[src/rtl/tv_timing_pkg.sv]
// Shared composite-video timing definitions.
// Pulse classes and default PAL timing, used by decoder and encoder.
package tv_timing_pkg;

  typedef enum logic [2:0] {
    PC_NONE,
    PC_GLITCH,
    PC_EQ,
    PC_HS,
    PC_BROAD
  } pulse_cls_t;

  typedef enum logic {
    ST_HUNT,
    ST_LOCKED
  } lock_state_t;

  localparam int SYNC_THRESH_DEF = 2;
  localparam int LINE_CLKS_DEF   = 1536;
  localparam int LOCK_TOL_DEF    = 8;
  localparam int GLITCH_MAX_DEF  = 16;
  localparam int EQ_MAX_DEF      = 85;
  localparam int HS_MAX_DEF      = 300;

  function automatic pulse_cls_t classify(
    input logic [9:0] w,
    input int         gmax,
    input int         eqmax,
    input int         hsmax
  );
    int wi;
    wi = int'(w);
    if (w == 10'h3FF)    return PC_BROAD;
    else if (wi < gmax)  return PC_GLITCH;
    else if (wi < eqmax) return PC_EQ;
    else if (wi < hsmax) return PC_HS;
    else                 return PC_BROAD;
  endfunction

endpackage

[src/rtl/pal_sync_decoder_slicer.sv]
// Sync slicer: input register, threshold compare, width count, classify.
// Emits a one-cycle class strobe on each sync_n rising edge.
module sync_slicer
  import tv_timing_pkg::*;
#(
  parameter int SYNC_THRESH = SYNC_THRESH_DEF,
  parameter int GLITCH_MAX  = GLITCH_MAX_DEF,
  parameter int EQ_MAX      = EQ_MAX_DEF,
  parameter int HS_MAX      = HS_MAX_DEF
) (
  input  logic       clk24,
  input  logic       reset_n,
  input  logic [7:0] cvbs,
  output logic       sync_n,
  output logic       cls_vld,
  output pulse_cls_t cls
);

  localparam logic [7:0] THR = 8'(SYNC_THRESH);

  logic       sync_d;
  logic [9:0] width;

  always_ff @(posedge clk24 or negedge reset_n) begin
    if (!reset_n) begin
      sync_n <= 1'b1;
      sync_d <= 1'b1;
      width  <= '0;
    end else begin
      sync_n <= (cvbs >= THR);
      sync_d <= sync_n;
      if (sync_n)
        width <= '0;
      else if (width != 10'h3FF)
        width <= width + 10'd1;
    end
  end

  assign cls_vld = sync_n & ~sync_d;
  assign cls = cls_vld
             ? classify(width, GLITCH_MAX, EQ_MAX, HS_MAX)
             : PC_NONE;

endmodule

[src/rtl/pal_sync_decoder.sv]
// PAL sync decoder: line lock with flywheel, field detect,
// line/x counters and burst gate.
module pal_sync_decoder
  import tv_timing_pkg::*;
#(
  parameter int SYNC_THRESH = SYNC_THRESH_DEF,
  parameter int LINE_CLKS   = LINE_CLKS_DEF,
  parameter int LOCK_TOL    = LOCK_TOL_DEF,
  parameter int GLITCH_MAX  = GLITCH_MAX_DEF,
  parameter int EQ_MAX      = EQ_MAX_DEF,
  parameter int HS_MAX      = HS_MAX_DEF
) (
  input  logic        clk24,
  input  logic        reset_n,
  input  logic [7:0]  cvbs,
  output logic        sync_n,
  output logic        hs_pulse,
  output logic        hs_synth,
  output logic        vs_pulse,
  output logic        field,
  output logic [9:0]  line,
  output logic [10:0] xpos,
  output logic        burst_gate,
  output logic        locked,
  output logic        pulse_err
);

  // xpos doubles as the period counter; at a strobe it reads spacing-1
  localparam logic [10:0] WIN_LO = 11'(LINE_CLKS - LOCK_TOL - 1);
  localparam logic [10:0] WIN_HI = 11'(LINE_CLKS + LOCK_TOL - 1);

  logic        cls_vld;
  pulse_cls_t  cls;

  lock_state_t state, state_nx;
  logic [2:0]  good_cnt, good_nx;
  logic [1:0]  miss_cnt, miss_nx;
  logic [1:0]  broad_cnt, broad_nx;
  logic        hs_nx, synth_nx, vs_nx, err_nx;
  logic        is_hs, is_eq, is_broad, in_win, fly;

  sync_slicer #(
    .SYNC_THRESH (SYNC_THRESH),
    .GLITCH_MAX  (GLITCH_MAX),
    .EQ_MAX      (EQ_MAX),
    .HS_MAX      (HS_MAX)
  ) u_slicer (
    .clk24   (clk24),
    .reset_n (reset_n),
    .cvbs    (cvbs),
    .sync_n  (sync_n),
    .cls_vld (cls_vld),
    .cls     (cls)
  );

  assign is_hs    = cls_vld && (cls == PC_HS);
  assign is_eq    = cls_vld && (cls == PC_EQ);
  assign is_broad = cls_vld && (cls == PC_BROAD);
  assign in_win   = (xpos >= WIN_LO) && (xpos <= WIN_HI);

  always_comb begin
    state_nx = state;
    good_nx  = good_cnt;
    miss_nx  = miss_cnt;
    broad_nx = broad_cnt;
    hs_nx    = 1'b0;
    synth_nx = 1'b0;
    vs_nx    = 1'b0;
    err_nx   = cls_vld && (cls == PC_GLITCH);
    fly      = 1'b0;

    if (is_hs)
      broad_nx = '0;
    else if (is_broad && broad_cnt != 2'd3) begin
      broad_nx = broad_cnt + 2'd1;
      vs_nx    = (broad_cnt == 2'd2);
    end

    unique case (state)
      ST_HUNT: begin
        if (is_hs) begin
          hs_nx   = 1'b1;
          good_nx = in_win ? good_cnt + 3'd1 : 3'd1;
          if (good_nx == 3'd4) begin
            state_nx = ST_LOCKED;
            miss_nx  = '0;
          end
        end
      end
      ST_LOCKED: begin
        if (is_hs && in_win) begin
          hs_nx   = 1'b1;
          miss_nx = '0;
        end else if (is_hs)
          err_nx = 1'b1;
        else if (is_eq || is_broad)
          miss_nx = '0;
        fly = !hs_nx && (xpos == WIN_HI);
        if (fly) begin
          hs_nx    = 1'b1;
          synth_nx = 1'b1;
          miss_nx  = miss_cnt + 2'd1;
          if (miss_cnt == 2'd1) begin
            state_nx = ST_HUNT;
            good_nx  = '0;
          end
        end
      end
      default: state_nx = ST_HUNT;
    endcase
  end

  always_ff @(posedge clk24 or negedge reset_n) begin
    if (!reset_n) begin
      state     <= ST_HUNT;
      good_cnt  <= '0;
      miss_cnt  <= '0;
      broad_cnt <= '0;
      hs_pulse  <= 1'b0;
      hs_synth  <= 1'b0;
      vs_pulse  <= 1'b0;
      pulse_err <= 1'b0;
      field     <= 1'b0;
      locked    <= 1'b0;
      line      <= '0;
      xpos      <= '0;
    end else begin
      state     <= state_nx;
      good_cnt  <= good_nx;
      miss_cnt  <= miss_nx;
      broad_cnt <= broad_nx;
      hs_pulse  <= hs_nx;
      hs_synth  <= synth_nx;
      vs_pulse  <= vs_nx;
      pulse_err <= err_nx;
      locked    <= (state == ST_LOCKED);
      if (vs_nx)
        field <= ~field;
      if (hs_nx)
        xpos <= '0;
      else if (xpos != 11'h7FF)
        xpos <= xpos + 11'd1;
      if (vs_nx)
        line <= '0;
      else if (hs_nx && line != 10'h3FF)
        line <= line + 10'd1;
    end
  end

  assign burst_gate = locked && (xpos >= 11'd24) && (xpos <= 11'd98);

endmodule

[config.mk]
export PLATFORM = sky130hd
export DESIGN_NAME = pal_sync_decoder
export DESIGN_NICKNAME = d
export VERILOG_FILES = /design/src/rtl/tv_timing_pkg.sv /design/src/rtl/pal_sync_decoder_slicer.sv /design/src/rtl/pal_sync_decoder.sv
export SDC_FILE = /design/constraint.sdc
export NUM_CORES = 1
export LEC_CHECK = 0
export CAP_MARGIN = 0
export CORE_UTILIZATION = 56
export CTS_CLUSTER_SIZE = 25
export DETAILED_ROUTE_END_ITERATION = 16
export MAX_ROUTING_LAYER = met4
export PLACE_DENSITY_LB_ADDON = 0.12
export SYNTH_ARGS = -nofsm -noshare
export SYNTH_HDL_FRONTEND = slang
export SYNTH_SLANG_ARGS = --single-unit
[constraint.sdc]
create_clock -name clk24 -period 4.6 [get_ports clk24]
set_input_delay 1.38 -clock clk24 [delete_from_list [all_inputs] [get_ports clk24]]
set_output_delay 1.38 -clock clk24 [all_outputs]
set_load 0.05 [all_outputs]
==> results.cfg, run 1 <==
[outcome]
outcome = finished clean

[route]
via_per_inst = 6.01
route.antenna.remaining_nets = 0
wl_per_cell_um = 14.3
firstDrtPassIters = 4
finalWirelength_um = 5040
vias = 2117
route.detailed.drc = 0
drt-initial-drc-count = 130

[grt]
grt_pass1_wl_um = 9030
grt_max_degree = 48
grt_use_total_pct = 23.6
grt_pass1_vias = 1994
grt_overflow = 0
antenna_found_initial = 0

[synth]
synth_top_area_cell = dfrtp_1
ys_seq_elements = 47
ys.flop_type = dfrtp_1
synth_cell_type_count = 54
syn-cell-area_mm2 = 0.00257
synth_top_area_share_pct = 43.8
synth_commonest_cells = dfrtp_1 (45), nor2_1 (30), nand2_1 (17), a21oi_1 (14), inv_1 (13)
synth_edf_count = 0
yosys_warnings = 0
ys_async_sr_fraction_pct = 100
synthTopCellsByArea = dfrtp_1 (44%), ha_1 (4.4%), nor2_1 (4.4%), a21oi_1 (2.7%), nand2_1 (2.5%)
synthesis.instances = 264
synth_most_common_cell = dfrtp_1
syn_nets = 283
avgSynthCellArea_um2 = 9.73
yosysSeqAreaShare_pct = 45.9

[sta]
worst_pin_slew_ps = 1010
final.min_clock_period_ps = 3680
min_period_over_period_pct = 79.9
tns_ps = 0
slew_headroom_pct = 32.5
rsz0062_at_grt = no
hold_viol = 0
clock.fmax_mhz = 272
skew_ps = 4.69
setup_violations = 0
slew_violations = 0

[cts]
insertion_delay_ps = 300
cts-root-buf = clkbuf_8
cts_made_buffers = 5
cts_tree = yes
clock_sinks = 47
postCtsHoldBufs = 0
post-cts-setup-buffers = 0
ctsResizeCount = 0
htreeDepth = 2
clockBufferDepth = 2
clk_pin_slew_ps = 80

[hold_path]
hold_start = u_slicer.sync_n$_DFF_PN1_
hp-class = reg -> reg

[worst_setup_path]
cp-start-kind = register
cp.arrival_ps = 2300
crit_start = xpos[0]$_DFFE_PN0P_
required_ps = 3220
endpoint_kind = primary output
r2r-start = xpos[0]$_DFFE_PN0P_
worstPathMaxFanout = 8
path_class = reg -> out

[final_layout]
fin_area_mm2 = 0.00303
layout-area-overhead-vs-synth_pct = 17.9
drive_above_1_share_pct = 6.67
fin_nets = 318
n_antenna_cell = 0

[power_and_ir_drop]
p_seq_share_pct = 61.9
total_power_w = 0.000668
p_comb_share_pct = 2.2
switching_power_w = 0.000142
p_leak_nw = 1.24
p_per_area_mw_per_mm2 = 220
ir_drop_mv = 0.136
p_sw_share_pct = 21.3
p_int_w = 0.000526
clkPwrFrac_pct = 35.9

[placed_design]
io_buffer_count = 37
gp_congestion = 0.857
place_area_mm2 = 0.00295
dp_hpwl_um = 3590

[die]
io_pins = 39
die_h_um = 69.7
start_util_pct = 58.6
die_x_um = 69.7
die_area_mm2 = 0.00486
rows = 24
core_mm2 = 0.00438

[job]
maxCapViolations = 0
==> routing by layer <==
layer	vias up	GRT usage [%]	routed length, um
met5	-	-	0
met4	0	10.4	103
met1	1010	30.3	2280
li1	1035	-	-
met2	60	37.0	2460
met3	12	4.22	194
==> through the flow <==
| stage | cells | setup WS (ps) | hold WS [ps] | utilization (%) |
|---|---|---|---|---|
| 2_1_floorplan | 264 | 973 | 450 | - |
| 3_3_place_gp | 344 | 1280 | 460 | 67.3 |
| 3_5_place_dp | 344 | 1290 | 460 | 67.3 |
| 4_1_cts | 352 | 950 | 476 | 69.1 |
| 5_1_grt | 352 | 761 | 482 | 69.1 |
| 6_report | 352 | 923 | 468 | 69.1 |
==> cell type report <==
cell class / instances / area [um^2]
Clock buffer: 7 / 76.3
Clock inverter: 1 / 5.00
Fill cell: 375 / 1350
Inverter: 13 / 48.8
Multi-Input combinational cell: 195 / 1290
Sequential cell: 47 / 1180
Tap cell: 52 / 65.1
Timing Repair Buffer: 37 / 365
==> path summary, 6_finish.rpt <==
kind,end,slack (ps),cells past startpoint
setup reg to reg,good_cnt[2]$_DFFE_PN0P_,2070,7
setup / recovery,burst_gate,920,4
hold reg to reg,u_slicer.sync_d$_DFF_PN1_,470,0
min in group asynchronous,u_slicer.width[3]$_DFFE_PN0P_,1250,1
max in group asynchronous,u_slicer.width[9]$_DFFE_PN0P_,2730,1
hold / removal,u_slicer.sync_d$_DFF_PN1_,470,0
==> power by group through the flow <==
| stage | sequential, W | clock, W | combinational [W] |
|---|---|---|---|
| finish | 0.000413 | 0.000240 | 0.0000150 |
| detailed placement | 0.000422 | 0 | 0.0000159 |
| global route | 0.000414 | 0.000266 | 0.0000176 |
| global placement | 0.000422 | 0 | 0.0000157 |
| CTS | 0.000413 | 0.000247 | 0.0000159 |
| floorplan | 0.000422 | 0 | 0.000000790 |
==> placed cells by master, fill, tap and decap left out, types with 2 or more instances in the layout <==
cell type	count
xnor2_1	7
a211oi_1	5
o31ai_1	4
o211ai_1	3
and3_1	6
nor2b_1	2
ha_1	9
a31oi_1	3
o21a_1	2
o2bb2ai_1	2
inv_1	13
nor4_1	2
nand4_1	9
o21ai_0	9
a21o_1	3
clkbuf_1	2
nand3_1	12
dfstp_2	2
clkdlybuf4s50_1	36
a311oi_1	3
or4_1	3
nor3_1	9
nor2_1	30
mux2i_1	3
clkbuf_8	5
or3_1	7
nand2b_1	2
dfrtp_1	45
xor2_1	6
a21oi_1	14
nor3b_1	2
nand2_1	17
or2_2	2
==> worst max-delay path: stages, from the launching register on <==
cell             delay [ps]
dfrtp_1                 470
a2111oi_0               480
nor2_1                  100
nor3_1                  140
clkdlybuf4s50_1         820
==> cell families (layout without fill, tap and decap cells) <==
logic type | after synthesis | after routing | share of synthesized area, %
xor gates and xnor gates | 13 | 13 | 4.43
muxes | 3 | 3 | 1.17
and+or+nand+nor | 110 | 110 | 22.3
AOI/OAI and AO/OA | 60 | 60 | 18.0
adders and majority gates | 9 | 9 | 4.38
DFF | 47 | 47 | 45.9
buffers and inverters | 22 | 58 | 3.89
==> sequential cells by signal (all words and copies together) (netlist names) <==
| signal | cells |
|---|---|
| broad_cnt | 2 |
| field | 1 |
| good_cnt | 3 |
| hs_pulse | 1 |
| hs_synth | 1 |
| line | 10 |
| locked | 1 |
| miss_cnt | 2 |
| pulse_err | 1 |
| state | 1 |
| u_slicer.sync_d | 1 |
| u_slicer.sync_n | 1 |
| u_slicer.width | 10 |
| vs_pulse | 1 |
| xpos | 11 |
Note: power is estimated with default switching activity, not from simulation.
==> run 2, diff against run 1 <==
- CORE_UTILIZATION: 56 -> 49
- clock period: 4.6 -> 3 ns (I/O delays scaled with it)
==> results.cfg, run 2 (synthesis results as in run 1) <==
[final_layout]
n_antenna_cell = 0
top_regs = xpos (11), line (10), u_slicer.width (10)
final_cells = 369
layout_commonest_cell = dfrtp_1
mostFrequentLayoutCells = dfrtp_1 (45), clkdlybuf4s50_1 (35), nor2_1 (30)
fin_nets = 320
largest_reg_flops = 11
top_register = xpos
drive_above_1_share_pct = 8.28
nFillCells = 445
final_util_pct = 63.1
layout-area-overhead-vs-synth_pct = 19.7

[grt]
grt_pass1_wl_um = 8900
grt_overflow = 0
grt_pass1_vias = 1966
antenna_found_initial = 0
grt_max_degree = 30
grt_use_total_pct = 21.4

[die]
die_area_mm2 = 0.00554
core_mm2 = 0.00488
io_pins = 39
die_h_um = 74.4
start_util_pct = 52.7
rows = 25
die_x_um = 74.4

[sta]
hold_viol = 0
slew_violations = 0
slew_headroom_pct = 62.1
final.min_clock_period_ps = 2730
rsz0062_at_grt = no
skew_ps = 8.88
tns_ps = 0
clock.fmax_mhz = 366
worst_pin_slew_ps = 568
min_period_over_period_pct = 91.0
hold-worst-slack_ps = 465
setup_violations = 0

[power_and_ir_drop]
switching_power_w = 0.000220
p_int_w = 0.000830
ir_drop_mv = 0.213
p_comb_share_pct = 2.3
clkPwrFrac_pct = 37.3
p_sw_share_pct = 20.9
p_leak_nw = 1.26
p_seq_share_pct = 60.4
p_per_area_mw_per_mm2 = 341

[cts]
cts_tree = yes
cts-root-buf = clkbuf_8
clock_sinks = 47
post-cts-setup-buffers = 0
clockBufferDepth = 2
htreeDepth = 2
ctsResizeCount = 0
clk_pin_slew_ps = 80
insertion_delay_ps = 300
cts_made_buffers = 5
postCtsHoldBufs = 0

[outcome]
outcome = finished clean

[route]
finalWirelength_um = 5110
firstDrtPassIters = 4
via_per_inst = 5.61
vias = 2070
route.antenna.remaining_nets = 0
drt-initial-drc-count = 115
route.detailed.drc = 0
wl_per_cell_um = 13.8

[placed_design]
dp_cells = 361
dp_hpwl_um = 3630
io_buffer_count = 37
gp_congestion = 0.854

[worst_setup_path]
worstPathMaxFanout = 14
endpoint_kind = primary output
cp.arrival_ps = 1830
cp-start-kind = register
path_buf_inv = 1
max_stage_delay_ps = 860
path_class = reg -> out
path_cells = clkdlybuf4s50_1
critPathTopFamily = buffers and inverters
cp_slowest_cell = clkdlybuf4s50_1
required_ps = 2100

[hold_path]
hp-class = reg -> reg

[job]
maxCapViolations = 0
-- run 2: power groups by stage --
stage | registers, W | clock network (W) | logic [W]
finish | 0.000634 | 0.000392 | 0.0000240
floorplan | 0.000647 | 0 | 0.00000121
CTS | 0.000634 | 0.000406 | 0.0000254
global placement | 0.000646 | 0 | 0.0000252
global route | 0.000634 | 0.000432 | 0.0000281
detailed placement | 0.000646 | 0 | 0.0000253
-- run 2: final cells by class --
cell class | instances | area [um^2] | area share, %
Multi-Input combinational cell | 195 | 1300 | 42.1
Sequential cell | 47 | 1180 | 38.3
Inverter | 13 | 48.8 | 1.59
Clock buffer | 7 | 86.3 | 2.81
Timing Repair Buffer | 39 | 378 | 12.3
Clock inverter | 1 | 5.00 | 0.163
Tap cell | 67 | 83.8 | 2.72
-- run 2: per-layer routing --
metal | GRT usage, % | part of all wire (%) | up-vias
met5 | - | 0 | -
met2 | 34.4 | 48 | 41
met4 | 6.92 | 1.3 | 0
met1 | 27.2 | 47 | 990
li1 | - | - | 1031
met3 | 4.07 | 3.0 | 8
-- run 2: worst paths after layout --
kind                                                start                         to  slack [ps]  depth (start not counted)
min in group asynchronous                         reset_n        line[7]$_DFFE_PN0P_         520                          1
worst min-delay path            u_slicer.sync_n$_DFF_PN1_  u_slicer.sync_d$_DFF_PN1_         460                          0
worst min register to register  u_slicer.sync_n$_DFF_PN1_  u_slicer.sync_d$_DFF_PN1_         460                          0
max in group asynchronous                         reset_n  u_slicer.sync_n$_DFF_PN1_        1730                          2
worst max-delay path            u_slicer.sync_n$_DFF_PN1_                     sync_n         270                          1
worst max register to register        xpos[3]$_DFFE_PN0P_        line[9]$_DFFE_PN0P_         510                          6
-- run 2: through the flow --
stage          cell area (um^2)  power [W]  setup slack [ps]
2_1_floorplan              2570   0.000648               269
3_3_place_gp               2990   0.000672               585
3_5_place_dp               2990   0.000672               553
4_1_cts                    3080    0.00107               250
5_1_grt                    3080    0.00109               173
6_report                   3080    0.00105               270
